<file path="src/rtl/softmax_seq_ctrl.sv">
// softmax_seq_ctrl
//   Multi-row sequencer for the three-pass softmax datapath. A latched
//   command walks num_rows rows (base advancing by row_stride) through a
//   max pass, a subtract/exp/accumulate pass, an ln step and an output
//   pass. Datapath strobes are registered delay lines of the read strobe,
//   so they line up with the configured unit latencies.
//
// Ports
//   clk, reset          clock, synchronous active-high reset
//   start, abort        command strobe (taken only when idle), flush
//   start_addr/end_addr first/last word of row 0
//   row_stride          base increment between rows
//   num_rows            rows per command (0 is rejected)
//   busy, done, err     handshake: busy level, completion/reject pulses
//   rd_en, rd_addr      memory read strobe and address
//   phase               0 idle, 1 max, 2 sum, 3 out
//   max_vld/max_first   read data valid into the max tree, first of row
//   acc_vld/acc_first   exp data valid into the accumulator, first of row
//   ln_start            sum is final, start the ln unit
//   wr_en, wr_addr      output write strobe and address
//   row_done, row_idx   end-of-row pulse and index of the current row

module softmax_seq_ctrl #(
    parameter int ADDR_W  = 10,
    parameter int ROW_W   = 8,
    parameter int RD_LAT  = 1,
    parameter int MAX_LAT = 2,
    parameter int EXP_LAT = 2,
    parameter int ADD_LAT = 1,
    parameter int LN_LAT  = 3,
    parameter int OUT_LAT = 4
) (
    input  logic              clk,
    input  logic              reset,
    input  logic              start,
    input  logic              abort,
    input  logic [ADDR_W-1:0] start_addr,
    input  logic [ADDR_W-1:0] end_addr,
    input  logic [ADDR_W-1:0] row_stride,
    input  logic [ROW_W-1:0]  num_rows,
    output logic              busy,
    output logic              done,
    output logic              err,
    output logic              rd_en,
    output logic [ADDR_W-1:0] rd_addr,
    output logic [1:0]        phase,
    output logic              max_vld,
    output logic              max_first,
    output logic              acc_vld,
    output logic              acc_first,
    output logic              ln_start,
    output logic              wr_en,
    output logic [ADDR_W-1:0] wr_addr,
    output logic              row_done,
    output logic [ROW_W-1:0]  row_idx
);

    localparam int MAX_DR_N = RD_LAT + MAX_LAT;
    localparam int SUM_DR_N = RD_LAT + EXP_LAT + ADD_LAT;
    localparam int OUT_DR_N = RD_LAT + OUT_LAT;
    localparam int ACC_D    = RD_LAT + EXP_LAT;
    localparam int CNT_W    = (ADDR_W > 8) ? ADDR_W : 8;

    typedef enum logic [2:0] {
        S_IDLE, S_MAX, S_MAX_DR, S_SUM, S_SUM_DR, S_LN, S_OUT, S_OUT_DR
    } state_t;

    state_t             state_q, state_d;
    logic [CNT_W-1:0]   cnt_q, cnt_d;
    logic [ADDR_W-1:0]  base_q, base_d;
    logic [ADDR_W-1:0]  len_m1_q, len_m1_d;
    logic [ADDR_W-1:0]  stride_q, stride_d;
    logic [ROW_W-1:0]   num_rows_q, num_rows_d;
    logic [ROW_W-1:0]   row_cnt_q, row_cnt_d;
    logic [ROW_W-1:0]   row_idx_q, row_idx_d;
    logic               done_q, done_d;
    logic               err_q, err_d;
    logic               row_done_q, row_done_d;
    logic               last_rd;
    logic               flush;

    assign busy    = (state_q != S_IDLE);
    assign flush   = reset || (abort && busy);
    // cnt only runs over 0..L-1 in the read states
    assign last_rd = (cnt_q == CNT_W'(len_m1_q));

    always_ff @(posedge clk) begin
        if (reset) begin
            state_q <= S_IDLE;
        end else begin
            state_q <= state_d;
        end
    end

    always_comb begin
        state_d    = state_q;
        cnt_d      = cnt_q + CNT_W'(1);
        base_d     = base_q;
        len_m1_d   = len_m1_q;
        stride_d   = stride_q;
        num_rows_d = num_rows_q;
        row_cnt_d  = row_cnt_q;
        row_idx_d  = row_idx_q;
        done_d     = 1'b0;
        err_d      = 1'b0;
        row_done_d = 1'b0;
        // row_idx keeps naming the finished row during its row_done pulse
        // and moves on one cycle later, only if another row is running.
        if (row_done_q && busy) begin
            row_idx_d = row_idx_q + ROW_W'(1);
        end
        case (state_q)
            S_IDLE: begin
                cnt_d = '0;
                if (start) begin
                    base_d     = start_addr;
                    len_m1_d   = end_addr - start_addr;
                    stride_d   = row_stride;
                    num_rows_d = num_rows;
                    row_cnt_d  = '0;
                    row_idx_d  = '0;
                    if ((end_addr < start_addr) || (num_rows == '0)) begin
                        err_d  = 1'b1;
                        done_d = 1'b1;
                    end else begin
                        state_d = S_MAX;
                    end
                end
            end
            S_MAX: begin
                if (last_rd) begin
                    state_d = S_MAX_DR;
                    cnt_d   = '0;
                end
            end
            S_MAX_DR: begin
                if (cnt_q == CNT_W'(MAX_DR_N - 1)) begin
                    state_d = S_SUM;
                    cnt_d   = '0;
                end
            end
            S_SUM: begin
                if (last_rd) begin
                    state_d = S_SUM_DR;
                    cnt_d   = '0;
                end
            end
            S_SUM_DR: begin
                if (cnt_q == CNT_W'(SUM_DR_N - 1)) begin
                    state_d = S_LN;
                    cnt_d   = '0;
                end
            end
            S_LN: begin
                if (cnt_q == CNT_W'(LN_LAT - 1)) begin
                    state_d = S_OUT;
                    cnt_d   = '0;
                end
            end
            S_OUT: begin
                if (last_rd) begin
                    state_d = S_OUT_DR;
                    cnt_d   = '0;
                end
            end
            S_OUT_DR: begin
                if (cnt_q == CNT_W'(OUT_DR_N - 1)) begin
                    row_done_d = 1'b1;
                    cnt_d      = '0;
                    if (row_cnt_q == num_rows_q - ROW_W'(1)) begin
                        done_d  = 1'b1;
                        state_d = S_IDLE;
                    end else begin
                        row_cnt_d = row_cnt_q + ROW_W'(1);
                        base_d    = base_q + stride_q;
                        state_d   = S_MAX;
                    end
                end
            end
            default: begin
                state_d = S_IDLE;
                cnt_d   = '0;
            end
        endcase
        // abort only matters while a command runs; in idle start wins
        if (abort && busy) begin
            state_d    = S_IDLE;
            cnt_d      = '0;
            base_d     = base_q;
            row_cnt_d  = row_cnt_q;
            row_idx_d  = row_idx_q;
            done_d     = 1'b0;
            err_d      = 1'b0;
            row_done_d = 1'b0;
        end
    end

    always_ff @(posedge clk) begin
        if (reset) begin
            cnt_q      <= '0;
            base_q     <= '0;
            len_m1_q   <= '0;
            stride_q   <= '0;
            num_rows_q <= '0;
            row_cnt_q  <= '0;
            row_idx_q  <= '0;
            done_q     <= 1'b0;
            err_q      <= 1'b0;
            row_done_q <= 1'b0;
        end else begin
            cnt_q      <= cnt_d;
            base_q     <= base_d;
            len_m1_q   <= len_m1_d;
            stride_q   <= stride_d;
            num_rows_q <= num_rows_d;
            row_cnt_q  <= row_cnt_d;
            row_idx_q  <= row_idx_d;
            done_q     <= done_d;
            err_q      <= err_d;
            row_done_q <= row_done_d;
        end
    end

    // ---- read-side stage: strobes decoded from the registered state ----
    logic rd_max, rd_sum, rd_out, rd_first;

    assign rd_max   = (state_q == S_MAX);
    assign rd_sum   = (state_q == S_SUM);
    assign rd_out   = (state_q == S_OUT);
    assign rd_en    = rd_max || rd_sum || rd_out;
    assign rd_first = rd_en && (cnt_q == '0);
    assign rd_addr  = rd_en ? (base_q + cnt_q[ADDR_W-1:0]) : '0;
    assign ln_start = (state_q == S_LN) && (cnt_q == '0);

    always_comb begin
        case (state_q)
            S_MAX, S_MAX_DR:      phase = 2'd1;
            S_SUM, S_SUM_DR:      phase = 2'd2;
            S_LN, S_OUT, S_OUT_DR: phase = 2'd3;
            default:              phase = 2'd0;
        endcase
    end

    // ---- datapath-aligned stage: delay lines of the read strobe ----
    logic              max_vld_p   [RD_LAT];
    logic              max_first_p [RD_LAT];
    logic              acc_vld_p   [ACC_D];
    logic              acc_first_p [ACC_D];
    logic              wr_en_p     [OUT_DR_N];
    logic [ADDR_W-1:0] wr_addr_p   [OUT_DR_N];

    always_ff @(posedge clk) begin
        if (flush) begin
            for (int i = 0; i < RD_LAT; i++) begin
                max_vld_p[i]   <= 1'b0;
                max_first_p[i] <= 1'b0;
            end
            for (int i = 0; i < ACC_D; i++) begin
                acc_vld_p[i]   <= 1'b0;
                acc_first_p[i] <= 1'b0;
            end
            for (int i = 0; i < OUT_DR_N; i++) begin
                wr_en_p[i]   <= 1'b0;
                wr_addr_p[i] <= '0;
            end
        end else begin
            max_vld_p[0]   <= rd_max;
            max_first_p[0] <= rd_max && rd_first;
            for (int i = 1; i < RD_LAT; i++) begin
                max_vld_p[i]   <= max_vld_p[i-1];
                max_first_p[i] <= max_first_p[i-1];
            end
            acc_vld_p[0]   <= rd_sum;
            acc_first_p[0] <= rd_sum && rd_first;
            for (int i = 1; i < ACC_D; i++) begin
                acc_vld_p[i]   <= acc_vld_p[i-1];
                acc_first_p[i] <= acc_first_p[i-1];
            end
            wr_en_p[0]   <= rd_out;
            wr_addr_p[0] <= rd_addr;
            for (int i = 1; i < OUT_DR_N; i++) begin
                wr_en_p[i]   <= wr_en_p[i-1];
                wr_addr_p[i] <= wr_addr_p[i-1];
            end
        end
    end

    assign max_vld   = max_vld_p[RD_LAT-1];
    assign max_first = max_first_p[RD_LAT-1];
    assign acc_vld   = acc_vld_p[ACC_D-1];
    assign acc_first = acc_first_p[ACC_D-1];
    assign wr_en     = wr_en_p[OUT_DR_N-1];
    assign wr_addr   = wr_addr_p[OUT_DR_N-1];
    assign done      = done_q;
    assign err       = err_q;
    assign row_done  = row_done_q;
    assign row_idx   = row_idx_q;

endmodule

</file>
<file path="config.mk">
export PLATFORM = sky130hd
export DESIGN_NAME = softmax_seq_ctrl
export DESIGN_NICKNAME = d
export VERILOG_FILES = /design/src/rtl/softmax_seq_ctrl.sv
export SDC_FILE = /design/constraint.sdc
export NUM_CORES = 1
export LEC_CHECK = 0
export CELL_PAD_IN_SITES_DETAIL_PLACEMENT = 2
export CELL_PAD_IN_SITES_GLOBAL_PLACEMENT = 2
export CORE_AREA = 2 2 140 142
export DETAILED_ROUTE_END_ITERATION = 8
export DIE_AREA = 0 0 142 144
export PLACE_DENSITY = 0.82
export SYNTH_ARGS = -nofsm -noshare
export SYNTH_HDL_FRONTEND = slang
export SYNTH_SLANG_ARGS = --single-unit
</file>
<file path="constraint.sdc">
create_clock -name clk -period 2.9 [get_ports clk]
set_clock_uncertainty 0.15 [all_clocks]
set_input_delay 0.29 -clock clk [delete_from_list [all_inputs] [get_ports clk]]
set_output_delay 0.29 -clock clk [all_outputs]
set_load 0.005 [all_outputs]
</file>
; Word-level counts from Yosys, hierarchy flattened
; Memory sizes are Yosys's and may differ from the RTL's.
; Cells that the tools add are included.
[totals]
register_bits = 70
mem_bits_rw = 63
input_bits = 42
out_inout_bits = 41
wordCells = 152
memories = 6
[mem_list]
columns = name, depth, word_bits, read_ports, rd_ports_with_merged_regs, wr, line
row1 = wr_addr_p, 5, 10, 5, 0, 5, 250  ; logic [ADDR_W-1:0] wr_addr_p [OUT_DR_N];
row2 = wr_en_p, 5, 1, 5, 0, 5, 249  ; logic wr_en_p [OUT_DR_N];
row3 = acc_first_p, 3, 1, 3, 0, 3, 248  ; logic acc_first_p [ACC_D];
row4 = acc_vld_p, 3, 1, 3, 0, 3, 247  ; logic acc_vld_p [ACC_D];
row5 = max_first_p, 1, 1, 1, 0, 1, 246  ; logic max_first_p [RD_LAT];
row6 = max_vld_p, 1, 1, 1, 0, 1, 245  ; logic max_vld_p [RD_LAT];
[op_classes]
add_sub_neg = 7
order_cmp = 1
n_eq_ne = 22
n_mux = 58
n_bitwise = 19
reduce_logical = 28
[op_table]
columns = op, n
row1 = 2-to-1 mux 10 bit, 13
row2 = case mux 10 bit (5 select lines), 1
row3 = 2-to-1 mux 8 bit, 6
row4 = 2-to-1 mux 3 bit, 9
row5 = 2-to-1 mux 1 bit, 24
row6 = case mux 3 bit (8 select lines), 1
row7 = adder 10 bit, 2
row8 = equality test 10 x 2 -> 1 bit (second input constant), 2
row9 = inequality test 2 bit (second input constant), 10
row10 = case mux 10 bit (2 select lines), 1
row11 = adder 8 x 1 -> 8 bit (second input constant), 2
row12 = bitwise OR 1 bit, 16
row13 = case mux 8 bit (2 select lines), 1
row14 = equality test 3 bit (second input constant), 4
row15 = OR reduction 3 bit, 4
row16 = adder 10 x 1 -> 10 bit (second input constant), 1
row17 = equality test 10 bit, 1
row18 = equality test 10 x 3 -> 1 bit (second input constant), 1
row19 = logical NOT 10 bit, 1
row20 = < comparator 10 bit, 1
row21 = subtractor 10 bit, 1
row22 = AND reduction 9 bit, 1
row23 = equality test 8 bit, 1
row24 = logical NOT 8 bit, 1
row25 = 15 further kinds, 30

; Depth between registers and ports, before layout
[logic_depth]
ltp_word = 6
ltp_mapped = 10
depth_no_buf = 10

; Worst setup path before layout
; No wires, ideal clock.
[synth_timing]
path_type = reg2out
start = register cnt_q[0]
end = output port rd_addr[8]
arrival_ns = 2.108
setup_slack_ns = 0.352
stages_incl_launch_ff = 10
cell_sequence = dfxtp_1 > ha_1 > fa_1 > a21o_1 > a21oi_1 > nor2b_1 > o21a_1 > o41ai_1 > xor2_1 > nor2_1
[synth_between]
elab_chain_len = 2
[synth_lines]
columns = item, line
row1 = from (decl), 69  ; logic [CNT_W-1:0] cnt_q, cnt_d;
row2 = from (signal assigned), 211  ; cnt_q <= cnt_d;
row3 = adder 10 bit, 232  ; assign rd_addr = rd_en ? (base_q + cnt_q[ADDR_W-1:0]) : '0;
row4 = 2-to-1 mux 10 bit, 232
row5 = to (decl), 45  ; output logic [ADDR_W-1:0] rd_addr,
; No other way between the ends.

; Worst setup path after layout
[layout_timing]
start = register base_q[0]
end = output port rd_addr[8]
[layout_between]
elab_chain_len = 2
[layout_lines]
columns = item, line
row1 = from (decl), 70  ; logic [ADDR_W-1:0] base_q, base_d;
row2 = from (signal assigned), 212  ; base_q <= base_d;
row3 = adder 10 bit, 232
row4 = 2-to-1 mux 10 bit, 232
; No other way between the ends.

==> flow_results.xml <==
<?xml version="1.0" encoding="UTF-8"?>
<metrics>
  <group name="run_status">
    <metric name="status" unit="">finished with violations</metric>
    <metric name="violations" unit="">negative setup slack</metric>
  </group>
  <group name="setup_path">
    <metric name="critical_path.startpoint_type" unit="">register</metric>
    <metric name="critical_path.cell_chain" unit="">ha_4 &gt; fa_2 &gt; a21o_1 &gt; a21oi_2 &gt; nor2b_2 &gt; o21a_2 &gt; o41ai_4 &gt; xor2_1 &gt; nor2_1 &gt; buf_2</metric>
    <metric name="slowest_delay" unit="ns">0.38</metric>
    <metric name="critical_path_data_arrival_time" unit="ns">2.76</metric>
    <metric name="cp_data_required_time" unit="ns">2.46</metric>
    <metric name="critical_path_class" unit="">reg2out</metric>
    <metric name="crit_end_category" unit="">output port</metric>
    <metric name="crit_path_max_fanout" unit="">2</metric>
    <metric name="critPathBufInv" unit="">1</metric>
    <metric name="critical_path.slowest_cell" unit="">sky130_fd_sc_hd__fa_2</metric>
    <metric name="path_delay_family" unit="">compound AO/OA/AOI/OAI gates</metric>
  </group>
  <group name="detailed_routing">
    <metric name="drt_via_density" unit="">5.115</metric>
    <metric name="antenna_violating_nets_post_route" unit="">0</metric>
    <metric name="initial_detailed_routing_violation_count" unit="">217</metric>
    <metric name="drt_drc_violations_left" unit="">0</metric>
    <metric name="wl_per_cell" unit="µm">20.30</metric>
    <metric name="routed_wirelength" unit="µm">22140</metric>
    <metric name="drt-pass1-iter-count" unit="">4</metric>
    <metric name="route.vias.total" unit="">5580</metric>
  </group>
  <group name="layout">
    <metric name="fillerInstances" unit="">2068</metric>
    <metric name="mostFrequentLayoutCell" unit="">sky130_fd_sc_hd__dfxtp_1</metric>
    <metric name="nNetsFinal" unit="">923</metric>
    <metric name="layout_common_cells" unit="">128 x sky130_fd_sc_hd__dfxtp_1, 74 x sky130_fd_sc_hd__nand2_1, 74 x sky130_fd_sc_hd__clkdlybuf4s50_1, 71 x sky130_fd_sc_hd__nor2_1, 56 x sky130_fd_sc_hd__and2_1</metric>
    <metric name="antenna_cells_inserted" unit="">0</metric>
    <metric name="finish.utilization" unit="%">44.00</metric>
    <metric name="area_delta_synth_final" unit="%">31.70</metric>
    <metric name="final_layout_size_suffix_gt1_share" unit="%">15.12</metric>
  </group>
  <group name="yosys">
    <metric name="synth_warnings" unit="">0</metric>
    <metric name="postSynthRegisterBits" unit="">133</metric>
    <metric name="synth_edf_count" unit="">0</metric>
    <metric name="synth-async-reset-ratio" unit="%">0</metric>
    <metric name="ys_types" unit="">63</metric>
    <metric name="synth_flop_cell" unit="">sky130_fd_sc_hd__dfxtp_1</metric>
    <metric name="post_synth_inst_count" unit="">731</metric>
    <metric name="mappedNetlistNets" unit="">814</metric>
    <metric name="synth-seq-area-share" unit="%">41.77</metric>
    <metric name="postSynthAreaPerCell" unit="µm²">8.719</metric>
    <metric name="post_synth_instance_area" unit="µm²">6374</metric>
  </group>
  <group name="floorplanning">
    <metric name="start_util" unit="%">33.41</metric>
    <metric name="core-area" unit="µm²">19080</metric>
    <metric name="row_count" unit="">51</metric>
    <metric name="boundaryPins" unit="">83</metric>
    <metric name="die-area" unit="µm²">20450</metric>
    <metric name="die_height" unit="µm">144</metric>
    <metric name="die_x" unit="µm">142</metric>
  </group>
  <group name="clocking">
    <metric name="cts_tree" unit="">built</metric>
    <metric name="cts-htree-levels" unit="">4</metric>
    <metric name="ctsLongestPathBuffers" unit="">2</metric>
    <metric name="later_pin_clock_latency_in_the_skew_report" unit="ns">0.44</metric>
    <metric name="clk_pin_slew_worst_paths" unit="ns">0.07</metric>
    <metric name="ctsRootBufferMaster" unit="">sky130_fd_sc_hd__clkbuf_16</metric>
    <metric name="cts_made_buffers" unit="">17</metric>
    <metric name="cts.hold.buffers_added" unit="">0</metric>
    <metric name="cts_sinks" unit="">133</metric>
  </group>
  <group name="timing">
    <metric name="fin_crit" unit="ns">3.201</metric>
    <metric name="finalSetupViolCount" unit="">2</metric>
    <metric name="slew_violations" unit="">0</metric>
    <metric name="hold_viol_final" unit="">0</metric>
    <metric name="grt_setup_unrepaired" unit="">yes</metric>
    <metric name="slew_headroom" unit="%">62.65</metric>
    <metric name="final.setup.worst_slack" unit="ns">-0.3013</metric>
    <metric name="worst_pin_slew" unit="ns">0.5602</metric>
    <metric name="fmax" unit="MHz">312.4</metric>
    <metric name="setup_tns" unit="ns">-0.4805</metric>
    <metric name="fin_crit_sh" unit="%">110.4</metric>
  </group>
  <group name="power">
    <metric name="powerDensity" unit="nW/µm²">717.3</metric>
    <metric name="total_power" unit="W">0.006022</metric>
    <metric name="static-leakage-power" unit="nW">3.485</metric>
    <metric name="vdd.ir_drop.worst" unit="mV">0.4059</metric>
  </group>
  <group name="flow_run">
    <metric name="timing.max_cap.violations" unit="">0</metric>
  </group>
  <group name="global_route">
    <metric name="first_global_vias" unit="">6172</metric>
    <metric name="gr-usage-all-layers" unit="%">20.68</metric>
    <metric name="maximum_number_of_pins_on_one_net_before_global_route_repair" unit="">44</metric>
    <metric name="wire_length_of_the_first_global_routing_pass" unit="µm">32370</metric>
    <metric name="gr-total-overflow" unit="">0</metric>
    <metric name="antenna_found_initial" unit="">0</metric>
  </group>
  <group name="place">
    <metric name="port_buffers" unit="">82</metric>
    <metric name="dp_hpwl" unit="µm">14690</metric>
    <metric name="dp_worst_setup_slack" unit="ns">-0.2902</metric>
    <metric name="gp_congestion" unit="">0.8144</metric>
  </group>
  <group name="hold_path">
    <metric name="worstHoldPathType" unit="">in2reg</metric>
  </group>
</metrics>
-- worst paths after layout --
check | cells after the start | start | slack [ns] | to
worst min-delay path | 3 | row_stride[5] | 0.25 | stride_q[5]
worst max-delay path | 10 | base_q[0] | -0.30 | rd_addr[8]
worst max register to register | 9 | cnt_q[1] | 0.12 | state_q[2]
worst min register to register | 1 | wr_en_p[0][2] | 0.27 | wr_en_p[0][3]
-- flip-flops by register name (all words and copies together), names as in the netlist, 3 cells and up --
signal and flops:
acc_vld_p 3, state_q 3, row_cnt_q 8, base_q 10, acc_first_p 3, len_m1_q 10, num_rows_q 8, row_idx 8
stride_q 10, wr_addr_p 50, wr_en_p 5, cnt_q 10
-- Yosys cell counts (all sizes together), types with 5 or more instances --
master	n	area [µm²]
and2	57	356.6
xnor2	24	210.2
inv	32	120.1
xor2	29	254.0
nor2	73	281.5
nor4	8	56.30
o21ai	17	92.59
nand2	75	281.5
nor3	14	75.07
dfxtp	133	2663
ha	38	475.5
nand4	5	31.28
clkbuf	27	101.4
nand2b	7	43.79
a21oi	55	275.3
a21o	7	52.55
nor2b	9	56.30
buf	15	98.84
and3	12	75.07
nand3	16	80.08
o31ai	5	42.54
a211oi	11	82.58
-- area by class of cell --
type	instances	area, µm²	share of cell area, %
sequential	133	2674	31.85
multi-input combinational	524	3543	42.21
timing repair buffer	132	1179	14.04
clock buffer	18	439.2	5.232
clock inverter	14	141.4	1.684
inverter	32	120.1	1.431
tap	238	297.8	3.547
-- per-layer routing --
layer  share of wire [%]  vias to the layer above  track usage [%]
met5                   0                        -                0
met4                 2.1                        0            7.684
met3                 2.8                       34            3.344
met2                  54                      104            40.40
met1                  41                     2752            22.26
li1                    -                     2690                -
-- worst reg2reg max path, stage by stage (launching register included) --
cell	delay [ns]
sky130_fd_sc_hd__dfxtp_4	0.37
sky130_fd_sc_hd__buf_6	0.13
sky130_fd_sc_hd__buf_4	0.15
sky130_fd_sc_hd__xor2_1	0.15
sky130_fd_sc_hd__nor4_1	0.43
sky130_fd_sc_hd__nand4_1	0.24
sky130_fd_sc_hd__a2111oi_4	0.47
sky130_fd_sc_hd__o31a_2	0.28
sky130_fd_sc_hd__a21oi_1	0.08
sky130_fd_sc_hd__a311oi_1	0.25
-- through the flow --
stage	std cells	cell area [µm²]	hold slack (ns)
2_1_floorplan	731	6374	0.2557
3_3_place_gp	1038	7513	0.2566
3_5_place_dp	1038	7513	0.2660
4_1_cts	1079	8239	0.2447
5_1_grt	1091	8394	0.2608
6_report	1091	8394	0.2489
-- logic make-up after synthesis --
group | share of synthesized area, %
buffers and inverters | 5.025
adder cells (fa/ha/maj) | 8.402
XOR/XNOR | 7.636
AND/OR/NAND/NOR | 23.03
flip-flops | 41.77
AO/OA/AOI/OAI | 13.51
multiplexers | 0.6282
-- what timing repair did --
item / in CTS / in global routing
buffers inserted: 9 / 12
setup endpoints to repair: 9 / 9
pin swaps: 17 / 15
resized for setup: 37 / 22
-- where the power goes --
group / internal, W / switching, W
logic: 0.000735 / 0.00101
clock network: 0.00122 / 0.000940
registers: 0.00197 / 0.000135
Note: power is estimated with default switching activity, not from simulation.
